--- config.mk ---
export PLATFORM = sky130hd
export DESIGN_NAME = seq_mult_2bit_digit
export DESIGN_NICKNAME = d
export VERILOG_FILES = /design/src/rtl/seq_mult_2bit_digit_pkg.sv /design/src/rtl/seq_mult_2bit_digit_pp.sv /design/src/rtl/seq_mult_2bit_digit.sv
export SDC_FILE = /design/constraint.sdc
export NUM_CORES = 1
export LEC_CHECK = 0
export ABC_AREA = 0
export BUFFER_PORTS_ARGS = -buffer_cell sky130_fd_sc_hd__buf_2
export CORE_MARGIN = 2
export CORE_UTILIZATION = 35
export DETAILED_ROUTE_END_ITERATION = 12
export RECOVER_POWER = 25
export SKIP_LAST_GASP = 1
export SYNTH_ARGS = -nofsm -noshare
export SYNTH_HDL_FRONTEND = slang
export SYNTH_SLANG_ARGS = --single-unit
--- constraint.sdc ---
create_clock -name clk -period 2.78 [get_ports clk]
set_clock_uncertainty 0.05 [all_clocks]
set_input_delay 0.139 -clock clk [delete_from_list [all_inputs] [get_ports clk]]
set_output_delay 0.139 -clock clk [all_outputs]
set_load 0.05 [all_outputs]
--- src/rtl/seq_mult_2bit_digit_pkg.sv ---
// Shared definitions for the digit-serial multiplier: digit width, FSM encoding,
// and index-width helper. Pure declarations, no timing or flow control.
package seq_mult_2bit_digit_pkg;

   localparam int DIGIT_W = 2;
   localparam int PP_W    = 2 * DIGIT_W;

   typedef enum logic [1:0] {
      ST_IDLE = 2'd0,
      ST_RUN  = 2'd1,
      ST_DONE = 2'd2
   } state_t;

   // A digit index needs at least one bit, even for a single-digit operand.
   function automatic int idx_w(input int n);
      return (n > 1) ? $clog2(n) : 1;
   endfunction

endpackage

--- src/rtl/seq_mult_2bit_digit_pp.sv ---
// 2x2 unsigned combinational multiplier cell producing one 4-bit partial product.
// Zero latency, no flow control.
module multiplier (
   input  logic [1:0] a,
   input  logic [1:0] b,
   output logic [3:0] p
);

   logic a0b0, a1b0, a0b1, a1b1, c1;

   always_comb begin
      a0b0 = a[0] & b[0];
      a1b0 = a[1] & b[0];
      a0b1 = a[0] & b[1];
      a1b1 = a[1] & b[1];
      c1   = a1b0 & a0b1;
      p[0] = a0b0;
      p[1] = a1b0 ^ a0b1;
      p[2] = a1b1 ^ c1;
      p[3] = a1b1 & c1;
   end

endmodule

--- src/rtl/seq_mult_2bit_digit.sv ---
// Digit-serial WIDTH x WIDTH unsigned multiplier: one 2x2 digit pair per cycle, N*N+2 cycles
// from accepted start to done; start is ignored while busy or finishing (no queuing).
module seq_mult_2bit_digit
   import seq_mult_2bit_digit_pkg::*;
#(
   parameter int WIDTH = 4
) (
   input  logic               clk,
   input  logic               rst,
   input  logic               start,
   input  logic [WIDTH-1:0]   a,
   input  logic [WIDTH-1:0]   b,
   output logic               busy,
   output logic               done,
   output logic [2*WIDTH-1:0] p
);

   localparam int N  = WIDTH / DIGIT_W;
   localparam int IW = idx_w(N);
   localparam int PW = 2 * WIDTH;
   localparam logic [IW-1:0] LAST = IW'(N - 1);

   state_t            state, state_nx;
   logic [WIDTH-1:0]  a_q, b_q;
   logic [PW-1:0]     acc, acc_nx, pp_shift;
   logic [IW-1:0]     i, j;
   logic [DIGIT_W-1:0] a_dig, b_dig;
   logic [PP_W-1:0]   pp;
   logic              last_pair;

   always_comb begin
      a_dig     = a_q[DIGIT_W*int'(i) +: DIGIT_W];
      b_dig     = b_q[DIGIT_W*int'(j) +: DIGIT_W];
      last_pair = (i == LAST) && (j == LAST);
   end

   multiplier u_pp (
      .a (a_dig),
      .b (b_dig),
      .p (pp)
   );

   // Partial product is zero-extended to full product width before being placed.
   always_comb begin
      pp_shift = PW'(pp) << (DIGIT_W * (int'(i) + int'(j)));
      acc_nx   = acc + pp_shift;
   end

   always_comb begin
      state_nx = state;
      busy     = 1'b0;
      case (state)
         ST_IDLE: begin
            if (start) state_nx = ST_RUN;
         end
         ST_RUN: begin
            busy = 1'b1;
            if (last_pair) state_nx = ST_DONE;
         end
         ST_DONE: begin
            state_nx = ST_IDLE;
         end
         default: begin
            state_nx = ST_IDLE;
         end
      endcase
   end

   always_ff @(posedge clk) begin
      if (rst) begin
         state <= ST_IDLE;
         a_q   <= '0;
         b_q   <= '0;
         acc   <= '0;
         i     <= '0;
         j     <= '0;
         p     <= '0;
         done  <= 1'b0;
      end else begin
         state <= state_nx;
         done  <= (state == ST_DONE);
         case (state)
            ST_IDLE: begin
               if (start) begin
                  a_q <= a;
                  b_q <= b;
                  acc <= '0;
                  i   <= '0;
                  j   <= '0;
               end
            end
            ST_RUN: begin
               acc <= acc_nx;
               // j is the inner index; indices return to zero after the final pair.
               if (last_pair) begin
                  i <= '0;
                  j <= '0;
               end else if (j == LAST) begin
                  j <= '0;
                  i <= i + 1'b1;
               end else begin
                  j <= j + 1'b1;
               end
            end
            ST_DONE: begin
               p <= acc;
            end
            default: ;
         endcase
      end
   end

endmodule

==> results of run 1 <==
-- final timing paths --
kind	startpoint	to	slack [ns]	cells after the start
max	i	acc[7]	0.09	12
max reg2reg	i	acc[7]	0.09	12
min reg2reg	p[1]	p[1]	0.40	2
min	b[2]	b_q[2]	0.04	3
-- flip-flops by register name, summed over array words and instances, names as in the netlist --
register,flops
b_q,4
i,1
done,1
acc,8
a_q,4
state,2
p,8
j,1
-- worst max-delay path: stages, from the launching register on --
cell and delay, ns:
dfxtp_2 0.36, mux2i_2 0.24, nor2_1 0.08, ha_2 0.20, ha_4 0.16, mux2_4 0.27
nor2b_2 0.18, ha_4 0.27, o21ai_2 0.06, nor2_2 0.12, o41ai_2 0.08, or4_1 0.48
o211ai_2 0.07
-- power groups by stage --
| stage | Sequential (mW) | Combinational (mW) | Clock, mW |
|---|---|---|---|
| floorplan | 0.441 | 0.0580 | 0 |
| global placement | 0.442 | 0.0867 | 0 |
| detailed placement | 0.442 | 0.0867 | 0 |
| CTS | 0.434 | 0.0920 | 0.397 |
| global route | 0.435 | 0.112 | 0.424 |
| finish | 0.434 | 0.101 | 0.393 |
-- what timing repair did --
item                                    CTS  global route
buffers inserted                          3             4
endpoints found under the setup margin    2             4
resized for setup                         8            13
pin swaps                                 4            12
-- metal layers --
layer  wire [um]  vias up  share of wire (%)  GRT usage [%]
met3         134        6                3.7           4.33
met2        1750       24                 48           23.0
li1            -      718                  -              -
met5           0        -                  0              0
met4          85        0                2.3           7.05
met1        1700      625                 46           19.5
-- cell type report --
class | instances | share of cell area, %
Clock inverter | 1 | 0.254
Clock buffer | 7 | 4.90
Sequential cell | 29 | 29.8
Inverter | 2 | 0.381
Tap cell | 50 | 3.18
Multi-Input combinational cell | 146 | 50.0
Timing Repair Buffer | 38 | 11.5
-- per-stage QoR --
stage,area (um2),total power [mW],TNS [ns]
final,1970,0.929,0
after floorplan,1520,0.499,0
after global routing,1970,0.971,-0.170
after CTS,1870,0.922,0
after detailed placement,1730,0.529,-0.0719
after global placement,1730,0.529,0
-- cell usage after synthesis, drive strengths merged (2+ instances only) --
master,instances,area share [%]
nor3,4,1.3
dfxtp,29,38
nor2b,4,1.6
nand2b,3,1.2
nor2,13,3.2
a22o,2,1.2
mux2i,7,4.6
a21o,2,0.99
nand2,42,11
inv,2,0.49
a211oi,2,0.99
clkbuf,10,2.5
o211ai,2,1.3
nand3,5,1.6
a21oi,26,8.6
nor3b,3,1.5
xnor2,3,1.7
ha,10,8.2
o21ai,3,0.99
-- cells by family after synthesis --
| logic type | Yosys count | share of synthesized area [%] |
|---|---|---|
| xor gates and xnor gates | 4 | 2.31 |
| AOI/OAI and AO/OA | 42 | 16.4 |
| muxes | 8 | 5.61 |
| and+or+nand+nor | 81 | 24.9 |
| buffers and inverters | 12 | 2.97 |
| DFF | 29 | 38.3 |
| adders and majority gates | 11 | 9.56 |
==> run metrics, run 1 <==
outcome complete, no violations; Seq. cell area 586 um2; TritonCTS clock tree built; Clk pwr share between 40% and 50%; Comb power frac 10.9%; gr ovfl total 0; switch share 25.4%; relative slew slack 58.5%; Layout Cells excl Fill 273; DR iter-0 viols 80; vias in the first global route ~1300; layout net count 244; Async SR Flop Fraction 0%; number of synthesized register bits 29; DP Worst Slack -0.0563 ns; crit path kind reg -> reg; number of port buffers 20; Post-Synthesis Cells 187; CTS Buf Count 5; first-pass GRT wire length 5.72 mm; CP arrival 2.86 ns; # DRC 0; RSZ-0062 raised after global routing true; worst-margin pin slew 0.622 ns; PD cells 472 nW/um2; I/O pin cnt 21; syn_area_per_cell between 8 and 9 um2; Worst Path Required 2.95 ns; commonest non-fill, non-tap cells in the layout nand2_1, dfxtp_1, a21oi_1; Max VDD drop 213 uV; placed cells around 260; Int Pwr roughly 0.69 mW; Netlist Area Pre-Place around 1500 um2; Antenna diodes 0; Leak Pwr 0.814 nW; All-Layer GR Usage around 15%; Layout area overhead 29.7%; fmax between 300 and 400 MHz; layout cells sized above 1 between 20 and 30%; Fin. Hold Viols 0; hold buffers post-CTS 0; Worst Hold Class in -> reg; average wire per standard cell 13.4 um; Routed Antenna Nets 0; Row Count 23; sequential area share after synthesis between 30% and 40%; syn_nets 209; Final GP Congestion 0.767; hpwl dp ~2.4 mm; initial antenna violation count 0; top_reg_cell synth dfxtp_1; largest net degree at the start of global routing 35; via/cell ratio 5.03; most common cell after layout, fill and taps aside nand2_1; final worst slack approximately 0.090 ns; Seq pwr share 46.8%; Tcrit/Tclk final a little over nine tenths; Root Buffer clkbuf_8; Die Span Y 69.9 um; initial cell density of the core 37.1%; # clock sinks 29; Tmin final 2.69 ns; Worst-path clk slew 0.07 ns; Routed WL 3.67 mm; crit start category flip-flop; NetSw 0.236 mW; Slew Limit Fails 0; H-Tree Level Count 2; Multi-input gate area 985 um2; Vias approximately 1400; EDFF count, synth 0; core area 4090 um2; Final Util 48.2%; Setup crit end kind flip-flop; yosys warns 0; Clock Tree Buf Depth 2; CP Max Fanout 3; Chip Width about 70 um; Final Setup Violations 0; first drt pass iteration count 4; die area 4880 um2; synth unique cells 37; Fin Hold WS 0.0399 ns; fill count 418; Max Cap Viol 0; clock latency on the worst-skew pair 0.29 ns
Power figures use the tool's default switching activity.
==> inputs of run 2 (changes only) <==
--- a/config.mk
+++ b/config.mk
@@ -11,6 +11,7 @@
 export CORE_UTILIZATION = 35
 export DETAILED_ROUTE_END_ITERATION = 12
 export RECOVER_POWER = 25
+export REMOVE_ABC_BUFFERS = 1
 export SKIP_LAST_GASP = 1
 export SYNTH_ARGS = -nofsm -noshare
 export SYNTH_HDL_FRONTEND = slang
==> run 2 against run 1 <==
  * Combinational power about the same
  * Clock power fell by 12%
  * Clock-buffer cell count unchanged
  * Critical path type unchanged
  * Cell count decreased by 1.1%
  * Sequential cell count did not move
  * Critical path depth did not move
  * Total power down 4.7%
  * First-iteration DRC count decreased by 64%
  * Core utilization up 1.2 points
  * Sequential power is essentially flat
  * Register-to-register slack about the same
  * Sequential share of layout area fell by 0.61 points
==> run metrics, run 2 (same netlist as run 1, synthesis figures left out) <==
outcome complete, no violations (unchanged); placed cells 260 (was 258); Clock Tree Buf Depth 2 (unchanged); Max VDD drop 326 uV (was 213 uV); Row Count 23 (unchanged); Tcrit/Tclk final 96.7% (was 96.8%); HP Start a[2] (was b[2]); fmax 372 MHz (about the same); Fin Hold WS 0.0420 ns (was 0.0399 ns); WP buf/inv 0 (unchanged); Routed WL 3.51 mm (was 3.67 mm); first-pass GRT wire length 5.78 mm (was 5.72 mm); crit path kind reg -> reg (unchanged); vias in the first global route 1275 (was 1253); relative slew slack 59.8% (was 58.5%); average wire per standard cell 13.0 um (was 13.4 um); PD cells 438 nW/um2 (was 472 nW/um2); Worst Reg-to-Reg Cells 12 (unchanged); initial antenna violation count 0 (unchanged); first drt pass iteration count 4 (unchanged); I/O pin cnt 21 (unchanged); hold buffers post-CTS 0 (unchanged); DP Worst Slack -0.0614 ns (was -0.0563 ns); layout cells sized above 1 31.4% (was 27.4%); hold path cells 3 (unchanged); crit start category flip-flop (unchanged); # DRC 0 (unchanged); crit-path cells mux2i_4 -> nor2_2 -> ha_2 -> ha_4 -> mux2_4 -> nor2b_4 -> ha_4 -> o21ai_2 -> nor2_2 -> o41ai_2 -> or4_1 -> o211ai_2 (was mux2i_2 -> nor2_1 -> ha_2 -> ha_4 -> mux2_4 -> nor2b_2 -> ha_4 -> o21ai_2 -> nor2_2 -> o41ai_2 -> or4_1 -> o211ai_2); Layout Cells excl Fill 270 (was 273); H-Tree Level Count 2 (unchanged); final worst slack 0.0911 ns (was 0.0902 ns); Root Buffer clkbuf_8 (unchanged); Final Util 49.4% (was 48.2%); Crit path largest cell delay 0.53 ns (was 0.48 ns); worst r2r src i (unchanged); largest net degree at the start of global routing 35 (unchanged); via/cell ratio 5.04 (was 5.03); Setup crit end kind flip-flop (unchanged); Routed Antenna Nets 0 (unchanged); most common cell after layout, fill and taps aside nand2_1 (unchanged); commonest non-fill, non-tap cells in the layout nand2_1, dfxtp_1, a21oi_1 (unchanged); delay-heaviest family, CP simple AND/OR/NAND/NOR gates (unchanged); fill count 424 (was 418); slowest CP cell or4_1 (unchanged); CP arrival 2.85 ns (was 2.86 ns); Tmin final 2.69 ns (about the same); core area 4090 um2 (unchanged); All-Layer GR Usage 14.9% (was 15.0%); gr ovfl total 0 (unchanged); Die Span Y 69.9 um (unchanged); hpwl dp 2.39 mm (was 2.35 mm); layout net count 242 (was 244); Worst Path Required 2.94 ns (was 2.95 ns); number of port buffers 20 (unchanged); final setup TNS 0 ns (unchanged); TritonCTS clock tree built (unchanged); Chip Width 69.9 um (unchanged); crit path from i (unchanged); Worst-path clk slew 0.06 ns (was 0.07 ns); clock latency on the worst-skew pair 0.28 ns (was 0.29 ns); Final Setup Violations 0 (unchanged); die area 4880 um2 (unchanged); Slew Limit Fails 0 (unchanged); CP Max Fanout 3 (unchanged); Max Cap Viol 0 (unchanged); DR iter-0 viols 29 (was 80); Fin. Hold Viols 0 (unchanged); Worst Hold Class in -> reg (unchanged); Antenna diodes 0 (unchanged); Vias 1362 (was 1373); Leak Pwr 0.824 nW (was 0.814 nW); # clock sinks 29 (unchanged); worst-margin pin slew 0.604 ns (was 0.622 ns); CTS Buf Count 5 (unchanged); Worst path depth 12 (unchanged); Final GP Congestion 0.770 (was 0.767); top flop regs acc x8, p x8 (unchanged); initial cell density of the core 37.1% (unchanged); Layout area overhead 33.0% (was 29.7%)
==> run 2: cell types whose count changed in the layout (fill, tap and decap cells not counted), sizes merged <==
cell    delta
clkbuf     -6
buf        +4
clkinv     -1
==> run 2: worst paths after layout <==
check	to	slack (ns)
setup reg to reg	acc[7]	0.09
setup / recovery	acc[7]	0.09
hold / removal	a_q[2]	0.04
hold reg to reg	p[2]	0.40
==> run 2: layout make-up <==
cell class	instances	area, um2	share of cell area, %
Sequential cell	29	588	29.1
Inverter	2	7.51	0.372
Tap cell	50	62.6	3.10
Timing Repair Buffer	36	223	11.0
Clock buffer	7	86.3	4.28
Multi-Input combinational cell	146	1050	52.1
==> run 2: layer usage <==
| metal | vias up | GRT usage (%) | wire (um) |
|---|---|---|---|
| met3 | 8 | 4.33 | 165 |
| met2 | 33 | 24.6 | 1670 |
| met1 | 608 | 17.8 | 1610 |
| met4 | 0 | 7.26 | 70 |
| met5 | - | 0 | 0 |
| li1 | 713 | - | - |
==> run 2: where the power goes <==
group | internal [mW] | switching, mW | total (mW)
Sequential | 0.425 | 0.0111 | 0.437
Combinational | 0.0429 | 0.0579 | 0.101
Clock | 0.196 | 0.151 | 0.347
==> run 2: metrics by stage <==
| stage | power (mW) | instance area (um2) |
|---|---|---|
| finish | 0.884 | 2020 |
| global route | 0.926 | 2020 |
| CTS | 0.879 | 1860 |
| detailed placement | 0.529 | 1740 |
| global placement | 0.528 | 1740 |
| floorplan | 0.491 | 1480 |
==> run 2: what timing repair did <==
action / CTS / global route
setup buffers: 1 / 2
cloned: 0 / 0
setup endpoints to repair: 4 / 5
resized for setup: 8 / 26
pin swaps: 2 / 14
==> run 2: worst register-to-register path, cell delays in order, from the launching register on <==
cell and delay, ns:
dfxtp_4 0.39, mux2i_4 0.24, nor2_2 0.06, ha_2 0.20
ha_4 0.15, mux2_4 0.27, nor2b_4 0.13, ha_4 0.26
o21ai_2 0.06, nor2_2 0.12, o41ai_2 0.09, or4_1 0.53
o211ai_2 0.07
